### src/rtl/reset_sequencer.sv
// Post-PLL reset sequencer: qualifies PLL lock, then releases CHANNELS resets in index order.
// Define RESET_SEQ_LOCK_FILTER_EN to enable the LOCK_FILTER-sample lock qualifier.
module reset_sequencer #(
    parameter int unsigned CHANNELS    = 4,
    parameter int unsigned STAGE_LEN   = 8,
    parameter int unsigned LOCK_FILTER = 4,
    parameter int unsigned CNT_WIDTH   = 8
) (
    input  logic                 clock,
    input  logic                 reset,
    input  logic                 pll_lock,
    input  logic                 soft_reset,
    output logic [CHANNELS-1:0]  reset_out,
    output logic                 ready,
    output logic [CNT_WIDTH-1:0] lock_loss_count
);

    localparam int unsigned STAGE_W = (STAGE_LEN > 1) ? $clog2(STAGE_LEN) : 1;
    localparam int unsigned IDX_W   = (CHANNELS > 1) ? $clog2(CHANNELS) : 1;
`ifdef RESET_SEQ_LOCK_FILTER_EN
    localparam int unsigned FILT_W  = (LOCK_FILTER > 1) ? $clog2(LOCK_FILTER) : 1;
`endif

    typedef enum logic [1:0] {StHold, StRelease, StRun} state_e;

    state_e               state_q, state_d;
    logic [1:0]           sync_q;
    logic                 lock_s;
    logic [STAGE_W-1:0]   stage_q, stage_d;
    logic [IDX_W-1:0]     idx_q, idx_d;
    logic [CHANNELS-1:0]  rst_q, rst_d;
    logic                 ready_q, ready_d;
    logic [CNT_WIDTH-1:0] cnt_q, cnt_d;
`ifdef RESET_SEQ_LOCK_FILTER_EN
    logic [FILT_W-1:0]    filt_q, filt_d;
`endif

    assign lock_s          = sync_q[1];
    assign reset_out       = rst_q;
    assign ready           = ready_q;
    assign lock_loss_count = cnt_q;

    always_ff @(posedge clock) begin
        if (reset) begin
            sync_q  <= '0;
            state_q <= StHold;
            stage_q <= '0;
            idx_q   <= '0;
            rst_q   <= '1;
            ready_q <= 1'b0;
            cnt_q   <= '0;
`ifdef RESET_SEQ_LOCK_FILTER_EN
            filt_q  <= '0;
`endif
        end else begin
            sync_q  <= {sync_q[0], pll_lock};
            state_q <= state_d;
            stage_q <= stage_d;
            idx_q   <= idx_d;
            rst_q   <= rst_d;
            ready_q <= ready_d;
            cnt_q   <= cnt_d;
`ifdef RESET_SEQ_LOCK_FILTER_EN
            filt_q  <= filt_d;
`endif
        end
    end

    always_comb begin
        state_d = state_q;
        stage_d = stage_q;
        idx_d   = idx_q;
        rst_d   = rst_q;
        ready_d = ready_q;
        cnt_d   = cnt_q;
`ifdef RESET_SEQ_LOCK_FILTER_EN
        filt_d  = filt_q;
`endif

        if (!lock_s || soft_reset) begin
            state_d = StHold;
            stage_d = '0;
            idx_d   = '0;
            rst_d   = '1;
            ready_d = 1'b0;
`ifdef RESET_SEQ_LOCK_FILTER_EN
            filt_d  = '0;
`endif
            // Lock loss is counted even when a soft reset coincides with it.
            if (!lock_s && (state_q != StHold) && (cnt_q != '1)) begin
                cnt_d = cnt_q + CNT_WIDTH'(1);
            end
        end else begin
            unique case (state_q)
                StHold: begin
                    rst_d   = '1;
                    ready_d = 1'b0;
`ifdef RESET_SEQ_LOCK_FILTER_EN
                    if (filt_q == FILT_W'(LOCK_FILTER - 1)) begin
                        state_d = StRelease;
                        filt_d  = '0;
                        stage_d = '0;
                        idx_d   = '0;
                    end else begin
                        filt_d = filt_q + FILT_W'(1);
                    end
`else
                    state_d = StRelease;
                    stage_d = '0;
                    idx_d   = '0;
`endif
                end
                StRelease: begin
                    if (stage_q == STAGE_W'(STAGE_LEN - 1)) begin
                        stage_d       = '0;
                        rst_d[idx_q]  = 1'b0;
                        if (idx_q == IDX_W'(CHANNELS - 1)) begin
                            state_d = StRun;
                            ready_d = 1'b1;
                        end else begin
                            idx_d = idx_q + IDX_W'(1);
                        end
                    end else begin
                        stage_d = stage_q + STAGE_W'(1);
                    end
                end
                StRun: begin
                    rst_d   = '0;
                    ready_d = 1'b1;
                end
                default: state_d = StHold;
            endcase
        end
    end

endmodule

### config.mk
export PLATFORM = sky130hd
export DESIGN_NAME = reset_sequencer
export DESIGN_NICKNAME = d
export VERILOG_FILES = /design/src/rtl/reset_sequencer.sv
export SDC_FILE = /design/constraint.sdc
export NUM_CORES = 1
export LEC_CHECK = 0
export CORE_MARGIN = 5
export CORE_UTILIZATION = 45
export CTS_BUF_LIST = sky130_fd_sc_hd__clkbuf_4 sky130_fd_sc_hd__clkbuf_8 sky130_fd_sc_hd__clkbuf_16
export DETAILED_ROUTE_END_ITERATION = 8
export PLACE_DENSITY = 0.74
export REMOVE_ABC_BUFFERS = 1
export SKIP_LAST_GASP = 1
export SLEW_MARGIN = 20
export SYNTH_ARGS = -nofsm -noshare
export SYNTH_HDL_FRONTEND = slang
export SYNTH_SLANG_ARGS = --single-unit
### constraint.sdc
create_clock -name clock -period 1.8 [get_ports clock]
set_input_delay 0.54 -clock clock [delete_from_list [all_inputs] [get_ports clock]]
set_output_delay 0.54 -clock clock [all_outputs]
set_load 0.02 [all_outputs]
==> out/qor.yml, run 1 <==
critical_path:
  cpPeakStageDelay_ns: 0.46
  slowest_stage: "dfxtp_1"
  critPathRequiredTime_ns: 1.26
  r2r_setup_slack_ns: 0.16
  critical_path.max_fanout: 7
  cp_data_arrival_time_ns: 1.12
  ff2ff_path_depth: 6
  crit_path_end_kind: "primary output"
  crit_type: "reg2out"
  crit_path_cell_trace: "dlygate4sd2_1"
  startpoint: "lock_loss_count[6]"
  r2r_end: "lock_loss_count[7]"
  startpoint_type: "flop"
  endpoint: "lock_loss_count[6]"
  crit_cells: 1
  path_delay_family: "flip-flops"
  path_buf_inv: 1
  r2r_start: "state_q[1]"
clocking:
  cts_buffer_depth: 2
  cts_tree: "yes"
  cts_buffers: 3
  root_buffer: "clkbuf_4"
  clock_latency_ns: 0.30
  clkSinkCount: 22
  h-tree-depth: 1
  cts_hold_buf: 0
  clk_pin_slew_ns: 0.12
logic_synthesis:
  ys_seq_elements: 22
  yosysSeqAreaShare: 0.413
  yosysWarnings: 0
  syn_inst: 120
  yosys.cell_types.count: 30
  synth_area_per_cell_sq_um: 8.88
  netlist_area_sq_um: 1070
timing:
  drv_slew: 0
  fin_crit_sh: 0.922
  setup_viol: 0
  max_slew_margin: 0.765
  worstMarginPinSlew_ns: 0.348
  rsz0062_at_grt: "false"
  fmax_mhz: 603
  setup_ws_ns: 0.141
  fin_tns_setup_ns: 0
  fin_skew_ns: 0.00659
  period_minus_slack_ns: 1.66
  hold_violations: 0
global_route:
  grtUsageTotal: 0.136
  grt_antenna_before_repair: 0
  grt_max_degree: 15
  grt_overflow: 0
  grt_pass1_vias: 906
  grt_pass1_wl_mm: 3.70
power_and_ir_drop:
  leakage_nw: 0.580
  ir_drop_mv: 0.446
  p_per_area_nw_per_um2: 552
place:
  hpwl_mm: 1.64
  place_area_sq_um: 1310
  dp_slack_ns: -0.0261
  port_buffers: 16
  place_inst: 168
  gp_congestion: 0.743
run_status:
  status: "completed"
cells_and_area:
  nNetsFinal: 160
  diodes: 0
  instances_no_fill: 171
  fillCellCount: 212
  layout-drive-gt1-share: 0.0979
  final_area_sq_um: 1330
  utilization: 0.597
  synthToLayoutAreaGrowth_pct: 25.0
route:
  avgViaCountPerCell: 5.44
  drc: 0
  drtIter0Drc: 6
  wl_mm: 2.18
  wire_per_inst_microns: 12.7
  num_vias: 931
  drtPass1Iterations: 4
  antenna_left: 0
worst_hold_path:
  hp-class: "reg2reg"
die:
  die_h_microns: 58.7
  rows: 17
  die_area_sq_um: 3440
  core_area_sq_um: 2230
  io_pins: 17
  start_util: 0.477
  die_x_microns: 58.7
run:
  cap_viol_max_count: 0
==> metrics by stage <==
step	hold slack (ns)	power, mW
2_1_floorplan	0.414	0.514
3_3_place_gp	0.418	0.531
3_5_place_dp	0.432	0.532
4_1_cts	0.458	0.742
5_1_grt	0.476	0.767
6_report	0.457	0.736
==> power breakdown <==
group	internal, mW	switching, mW
sequential	0.490	0.00221
combinational	0.0151	0.0136
clock	0.0780	0.137
total	0.583	0.153
==> worst register-to-register path: cells and delay by family, from the launching register on <==
kind	cells	cell delay [ns]
fa+ha+maj	1	0.22
buf+inv	1	0.08
flops	1	0.42
compound gates	2	0.33
simple gates	2	0.51
==> kinds of logic after synthesis <==
group / synth area share
AOI/OAI and AO/OA: 0.140
xor gates and xnor gates: 0.00822
adders and majority gates: 0.129
buffers and inverters: 0.0340
DFF: 0.413
muxes: 0.0282
and+or+nand+nor: 0.248
==> layer usage <==
metal / up-vias / track usage / wire length, microns / part of all wire
met1: 437 / 0.176 / 1060 / 0.49
li1: 465 / - / - / -
met4: 0 / 0.0647 / 27 / 0.012
met3: 4 / 0.0307 / 134 / 0.062
met5: - / 0 / 0 / 0
met2: 25 / 0.215 / 957 / 0.44
==> sequential cells by signal, summed over array words and instances (netlist names) <==
register / count
reset_out: 4
sync_q: 2
idx_q: 2
state_q: 2
lock_loss_count: 8
stage_q: 3
ready: 1
==> worst min path at each step <==
stage,start,to,slack [ns],cells after the start
after floorplan,sync_q[0],sync_q[1],0.41,1
after global placement,sync_q[0],sync_q[1],0.42,1
after detailed placement,sync_q[0],sync_q[1],0.43,1
after CTS,sync_q[0],sync_q[1],0.46,1
after global routing,sync_q[0],sync_q[1],0.48,1
final,sync_q[0],sync_q[1],0.46,1
==> cell usage in the layout (no fill, tap or decap), drive strengths merged, types with 3 or more instances in the layout <==
cell,synthesis,routed
nor3,5,5
a21oi,9,9
nor2b,3,3
inv,4,4
and3,3,3
ha,11,11
a21boi,4,4
dlygate4sd2,0,8
buf,1,9
clkdlybuf4s50,0,3
nor2,16,16
clkbuf,4,3
nor3b,4,4
mux2i,3,3
o21ai,7,7
nand2,10,10
dlymetal6s2s,0,5
dfxtp,22,22
==> cell usage after synthesis, drive strengths merged <==
cell type  count  area [sq um]
and4           1          8.76
a211oi         2          15.0
nand4          1          6.26
o21ai          7          35.0
dfxtp         22           440
xor2           1          8.76
nor2          16          60.1
a21oi          9          45.0
a31oi          1          6.26
nand3          1          5.00
inv            4          15.0
nor3b          4          30.0
and3b          1          8.76
ha            11           138
and4bb         2          25.0
nand2         10          37.5
and3           3          20.0
mux2i          3          30.0
buf            1          5.00
or3b           1          8.76
a32oi          1          8.76
clkbuf         4          16.3
nor3           5          25.0
nor4bb         1          10.0
nor2b          3          18.8
a21boi         4          30.0
a41oi          1          8.76
==> timing repair <==
action,in CTS,in global routing
setup endpoints to repair,8,5
gates resized for setup,8,5
buffers inserted,0,0
==> layout make-up <==
type | instances | area (sq um) | share of cell area
clock buffers | 3 | 22.5 | 0.0169
inverters | 4 | 15.0 | 0.0113
multi-input cells | 89 | 589 | 0.442
flip-flops and latches | 22 | 440 | 0.331
well taps | 28 | 35.0 | 0.0263
repair buffers | 25 | 230 | 0.173
No activity file was read; power rests on OpenSTA's default activity.
==> run 2, diff against run 1 <==
--- a/config.mk
+++ b/config.mk
@@ -9,10 +9,11 @@
 export CORE_UTILIZATION = 45
 export CTS_BUF_LIST = sky130_fd_sc_hd__clkbuf_4 sky130_fd_sc_hd__clkbuf_8 sky130_fd_sc_hd__clkbuf_16
 export DETAILED_ROUTE_END_ITERATION = 8
-export PLACE_DENSITY = 0.74
+export PLACE_DENSITY_LB_ADDON = 0.08
 export REMOVE_ABC_BUFFERS = 1
 export SKIP_LAST_GASP = 1
 export SLEW_MARGIN = 20
 export SYNTH_ARGS = -nofsm -noshare
 export SYNTH_HDL_FRONTEND = slang
 export SYNTH_SLANG_ARGS = --single-unit
+export TNS_END_PERCENT = 10
==> out/qor.yml, run 2 (synthesis gave the netlist of run 1 again) <==
run_status:
  status: "complete, but fails checks"  # was completed
  violations: "negative setup slack"
critical_path:
  r2r_setup_slack_ns: 0.15  # was 0.16 ns
  critical_path.max_fanout: 4  # was 7
  path_buf_inv: 1  # unchanged
  cpPeakStageDelay_ns: 0.63  # was 0.46 ns
  crit_path_cell_trace: "clkdlybuf4s50_1"  # was dlygate4sd2_1
  critPathRequiredTime_ns: 1.26  # about the same
  path_delay_family: "buffers and inverters"  # was flip-flops
  r2r_end: "lock_loss_count[7]"  # unchanged
  slowest_stage: "clkdlybuf4s50_1"  # was dfxtp_1
  startpoint: "lock_loss_count[0]"  # was lock_loss_count[6]
  endpoint: "lock_loss_count[0]"  # was lock_loss_count[6]
  r2r_start: "state_q[0]"  # was state_q[1]
  crit_cells: 1  # unchanged
  crit_path_end_kind: "primary output"  # unchanged
  cp_data_arrival_time_ns: 1.34  # was 1.12 ns
  ff2ff_path_depth: 6  # unchanged
  startpoint_type: "flop"  # unchanged
  crit_type: "reg2out"  # unchanged
global_route:
  grt_pass1_vias: 832  # was 906
  grt_antenna_before_repair: 0  # unchanged
  grt_pass1_wl_mm: 3.57  # was 3.70 mm
  grt_max_degree: 15  # unchanged
  grt_overflow: 0  # unchanged
  grtUsageTotal: 0.139  # was 0.136
die:
  die_x_microns: 58.7  # unchanged
  core_area_sq_um: 2230  # unchanged
  rows: 17  # unchanged
  io_pins: 17  # unchanged
  start_util: 0.477  # unchanged
  die_h_microns: 58.7  # unchanged
  die_area_sq_um: 3440  # unchanged
timing:
  rsz0062_at_grt: "true"  # was false
  setup_viol: 8  # was 0
  hold_violations: 0  # unchanged
  max_slew_margin: 0.764  # was 0.765
  period_minus_slack_ns: 1.88  # was 1.66 ns
  worstMarginPinSlew_ns: 0.350  # was 0.348 ns
  fin_skew_ns: 0.00164  # was 0.00659 ns
  drv_slew: 0  # unchanged
  fmax_mhz: 531  # was 603 MHz
  setup_ws_ns: -0.0827  # was 0.141 ns
  fin_crit_sh: 1.05  # was 0.922
place:
  hpwl_mm: 1.64  # about the same
  dp_slack_ns: -0.0356  # was -0.0261 ns
  gp_congestion: 0.790  # was 0.743
  port_buffers: 16  # unchanged
  place_area_sq_um: 1320  # was 1310 sq um
  place_inst: 169  # was 168
route:
  wl_mm: 2.20  # was 2.18 mm
  antenna_left: 0  # unchanged
  drtPass1Iterations: 4  # unchanged
  drc: 0  # unchanged
  num_vias: 917  # was 931
  drtIter0Drc: 15  # was 6
  avgViaCountPerCell: 5.33  # was 5.44
  wire_per_inst_microns: 12.8  # was 12.7 microns
cells_and_area:
  utilization: 0.599  # was 0.597
  synthToLayoutAreaGrowth_pct: 25.6  # was 25.0%
  largest_reg_flops: 8  # unchanged
  final_common_cell: "dfxtp_1"  # unchanged
  layout-drive-gt1-share: 0.104  # was 0.0979
  fillCellCount: 209  # was 212
  instances_no_fill: 172  # was 171
  final_area_sq_um: 1340  # was 1330 sq um
  most-common-layout-cells: "dfxtp_1 (22), nor2_1 (16), clkdlybuf4s50_1 (14), ha_1 (11)"  # was dfxtp_1 (22), nor2_1 (16), ha_1 (11), nand2_1 (10)
  diodes: 0  # unchanged
  nNetsFinal: 161  # was 160
clocking:
  cts_buffers: 3  # unchanged
  postCtsSetupBuffers: 0  # unchanged
  clk_pin_slew_ns: 0.11  # was 0.12 ns
  cts_buffer_depth: 2  # unchanged
  cts_hold_buf: 0  # unchanged
  root_buffer: "clkbuf_4"  # unchanged
  ctsResizeCount: 1  # was 8
  clkSinkCount: 22  # unchanged
  h-tree-depth: 1  # unchanged
  cts_tree: "yes"  # unchanged
  clock_latency_ns: 0.31  # was 0.30 ns
run:
  cap_viol_max_count: 0  # unchanged
power_and_ir_drop:
  leakage_nw: 0.554  # was 0.580 nW
  ir_drop_mv: 0.447  # was 0.446 mV
  p_per_area_nw_per_um2: 559  # was 552 nW/um^2
worst_hold_path:
  hp-class: "reg2reg"  # unchanged
==> run 2: per-stage QoR <==
stage	TNS [ns]	total power [mW]	hold slack, ns
3_3_place_gp	0	0.532	0.424
5_1_grt	-1.00	0.790	0.482
6_report	-0.253	0.748	0.454
4_1_cts	-0.589	0.760	0.461
2_1_floorplan	0	0.514	0.414
3_5_place_dp	-0.0862	0.532	0.435
==> run 2: where the power goes <==
group          leakage, nW  switching [mW]  internal, mW  total, mW
clock               0.0138           0.149        0.0784      0.228
sequential           0.178         0.00199         0.490      0.492
combinational        0.362          0.0135        0.0155     0.0290
==> run 2: how the worst min path moves through the flow <==
| stage | cells after the start | endpoint | from |
|---|---|---|---|
| floorplan | 1 | sync_q[1] | sync_q[0] |
| global placement | 1 | sync_q[1] | sync_q[0] |
| detailed placement | 1 | sync_q[1] | sync_q[0] |
| CTS | 1 | sync_q[1] | sync_q[0] |
| global route | 1 | sync_q[1] | sync_q[0] |
| finish | 1 | sync_q[1] | sync_q[0] |
==> run 2: area by class of cell <==
type / count / area, sq um / area share
multi-input cells: 89 / 589 / 0.440
flip-flops and latches: 22 / 440 / 0.329
repair buffers: 26 / 236 / 0.177
well taps: 28 / 35.0 / 0.0262
clock buffers: 3 / 22.5 / 0.0168
inverters: 4 / 15.0 / 0.0112
==> run 2: metal layers <==
layer  vias up  GRT usage  share of wire
li1        470          -              -
met1       422      0.167           0.48
met2        20      0.222           0.45
met3         5     0.0395          0.052
met4         0     0.0777          0.024
met5         -          0              0
==> run 3, diff against run 2 <==
==> constraint.sdc (replaced) <==
create_clock -name clock -period 2.3 [get_ports clock]
set_input_delay 0.69 -clock clock [delete_from_list [all_inputs] [get_ports clock]]
set_output_delay 0.69 -clock clock [all_outputs]
set_load 0.02 [all_outputs]
==> out/qor.yml, run 3 (synthesis gave the netlist of run 1 again) <==
route:
  antenna_left: 0  # unchanged
  avgViaCountPerCell: 5.37  # was 5.33
  drtIter0Drc: 23  # was 15
  num_vias: 886  # was 917
  wire_per_inst_microns: 12.4  # was 12.8 microns
  drtPass1Iterations: 4  # unchanged
  drc: 0  # unchanged
  wl_mm: 2.05  # was 2.20 mm
cells_and_area:
  synthToLayoutAreaGrowth_pct: 20.5  # was 25.6%
  layout-drive-gt1-share: 0.0584  # was 0.104
  final_area_sq_um: 1280  # was 1340 sq um
  largest_reg_flops: 8  # unchanged
  final_common_cell: "dfxtp_1"  # unchanged
  most-common-layout-cells: "dfxtp_1 (22), nor2_1 (16), clkdlybuf4s50_1 (16), ha_1 (11), nand2_1 (10)"  # was dfxtp_1 (22), nor2_1 (16), clkdlybuf4s50_1 (14), ha_1 (11)
  nNetsFinal: 154  # was 161
  utilization: 0.575  # was 0.599
  diodes: 0  # unchanged
power_and_ir_drop:
  ir_drop_mv: 0.264  # was 0.447 mV
  p_per_area_nw_per_um2: 444  # was 559 nW/um^2
  leakage_nw: 0.493  # was 0.554 nW
critical_path:
  path_buf_inv: 1  # unchanged
  critPathRequiredTime_ns: 1.61  # was 1.26 ns
  startpoint_type: "flop"  # unchanged
  r2r_end: "lock_loss_count[6]"  # was lock_loss_count[7]
  r2r_start: "state_q[1]"  # was state_q[0]
  endpoint: "lock_loss_count[4]"  # was lock_loss_count[0]
  path_delay_family: "buffers and inverters"  # unchanged
  ff2ff_path_depth: 6  # unchanged
  crit_cells: 1  # unchanged
  crit_path_end_kind: "primary output"  # unchanged
  slowest_stage: "clkdlybuf4s50_1"  # unchanged
  critical_path.max_fanout: 9  # was 4
  cp_data_arrival_time_ns: 1.45  # was 1.34 ns
  r2r_setup_slack_ns: 0.55  # was 0.15 ns
  crit_path_cell_trace: "clkdlybuf4s50_1"  # unchanged
  startpoint: "lock_loss_count[4]"  # was lock_loss_count[0]
  cpPeakStageDelay_ns: 0.66  # was 0.63 ns
  crit_type: "reg2out"  # unchanged
clocking:
  cts_buffer_depth: 2  # unchanged
  ctsResizeCount: 0  # was 1
  clkSinkCount: 22  # unchanged
  clock_latency_ns: 0.29  # was 0.31 ns
  h-tree-depth: 1  # unchanged
  postCtsSetupBuffers: 0  # unchanged
  cts_tree: "yes"  # unchanged
  root_buffer: "clkbuf_4"  # unchanged
  cts_buffers: 3  # unchanged
  cts_hold_buf: 0  # unchanged
  clk_pin_slew_ns: 0.11  # about the same
global_route:
  gr-usage-met2: 0.236  # was 0.222
  grtUsageTotal: 0.140  # was 0.139
  groute.layer.met3.usage: 0.0307  # was 0.0395
  grt_use_met1: 0.171  # was 0.167
  grt_overflow: 0  # unchanged
  grt_pass1_vias: 899  # was 832
  grt_antenna_before_repair: 0  # unchanged
  grt_most_used_layer: "met2"  # unchanged
  grt_pass1_wl_mm: 3.80  # was 3.57 mm
  grt_max_degree: 15  # unchanged
timing:
  setup_ws_ns: 0.163  # was -0.0827 ns
  worstMarginPinSlew_ns: 0.485  # was 0.350 ns
  fmax_mhz: 468
  fin_skew_ns: 0.000554  # was 0.00164 ns
  drv_slew: 0  # unchanged
  hold_violations: 0  # unchanged
  max_slew_margin: 0.674  # was 0.764
  fin_crit_sh: 0.929
  fin_tns_setup_ns: 0  # was -0.253 ns
  rsz0062_at_grt: "false"  # was true
  period_minus_slack_ns: 2.14
  holdWs_ns: 0.457  # was 0.454 ns
  setup_viol: 0  # was 8
die:
  core_area_sq_um: 2230  # unchanged
  die_area_sq_um: 3440  # unchanged
  start_util: 0.477  # unchanged
  die_x_microns: 58.7  # unchanged
  die_h_microns: 58.7  # unchanged
  rows: 17  # unchanged
  io_pins: 17  # unchanged
run_status:
  status: "completed"  # was complete, but fails checks
worst_hold_path:
  hp-class: "reg2reg"  # unchanged
place:
  port_buffers: 16  # unchanged
  gp_congestion: 0.788  # was 0.790
  dp_slack_ns: 0.358  # was -0.0356 ns
  place_area_sq_um: 1260  # was 1320 sq um
  hpwl_mm: 1.53  # was 1.64 mm
run:
  cap_viol_max_count: 0  # unchanged
==> run 3: cell count changes in the layout (fill, tap and decap cells not counted), sizes merged <==
cell	previous run	this run
buf	10	3
clkdlybuf4s50	14	16
dlygate4sd2	1	0
dlymetal6s2s	1	0
==> run 3: area by class of cell <==
class | instances | area (sq um)
inverters | 4 | 15.0
clock buffers | 3 | 22.5
repair buffers | 19 | 183
flip-flops and latches | 22 | 440
fillers | 226 | 948
well taps | 28 | 35.0
multi-input cells | 89 | 589
==> run 3: worst min path at each step <==
stage,from,end,slack (ns),cells after the start
5_1_grt,sync_q[0],sync_q[1],0.49,1
3_3_place_gp,sync_q[0],sync_q[1],0.42,1
2_1_floorplan,sync_q[0],sync_q[1],0.41,1
6_report,sync_q[0],sync_q[1],0.46,1
4_1_cts,sync_q[0],sync_q[1],0.46,1
3_5_place_dp,sync_q[0],sync_q[1],0.44,1
==> run 3: metal layers <==
metal / wire [microns] / part of all wire / vias up
li1: - / - / 457
met5: 0 / 0 / -
met3: 94 / 0.046 / 4
met1: 1010 / 0.49 / 406
met2: 917 / 0.45 / 19
met4: 25 / 0.012 / 0
==> run 3: power breakdown <==
part	internal, mW	switching, mW	leakage, nW
clock network	0.0609	0.102	0.0138
logic	0.0115	0.0105	0.301
registers	0.383	0.00160	0.178
==> run 3: per-stage QoR <==
step                power (mW)  instances
floorplan                0.403        115
global route             0.602        165
CTS                      0.581        165
finish                   0.570        165
detailed placement       0.416        162
global placement         0.415        162
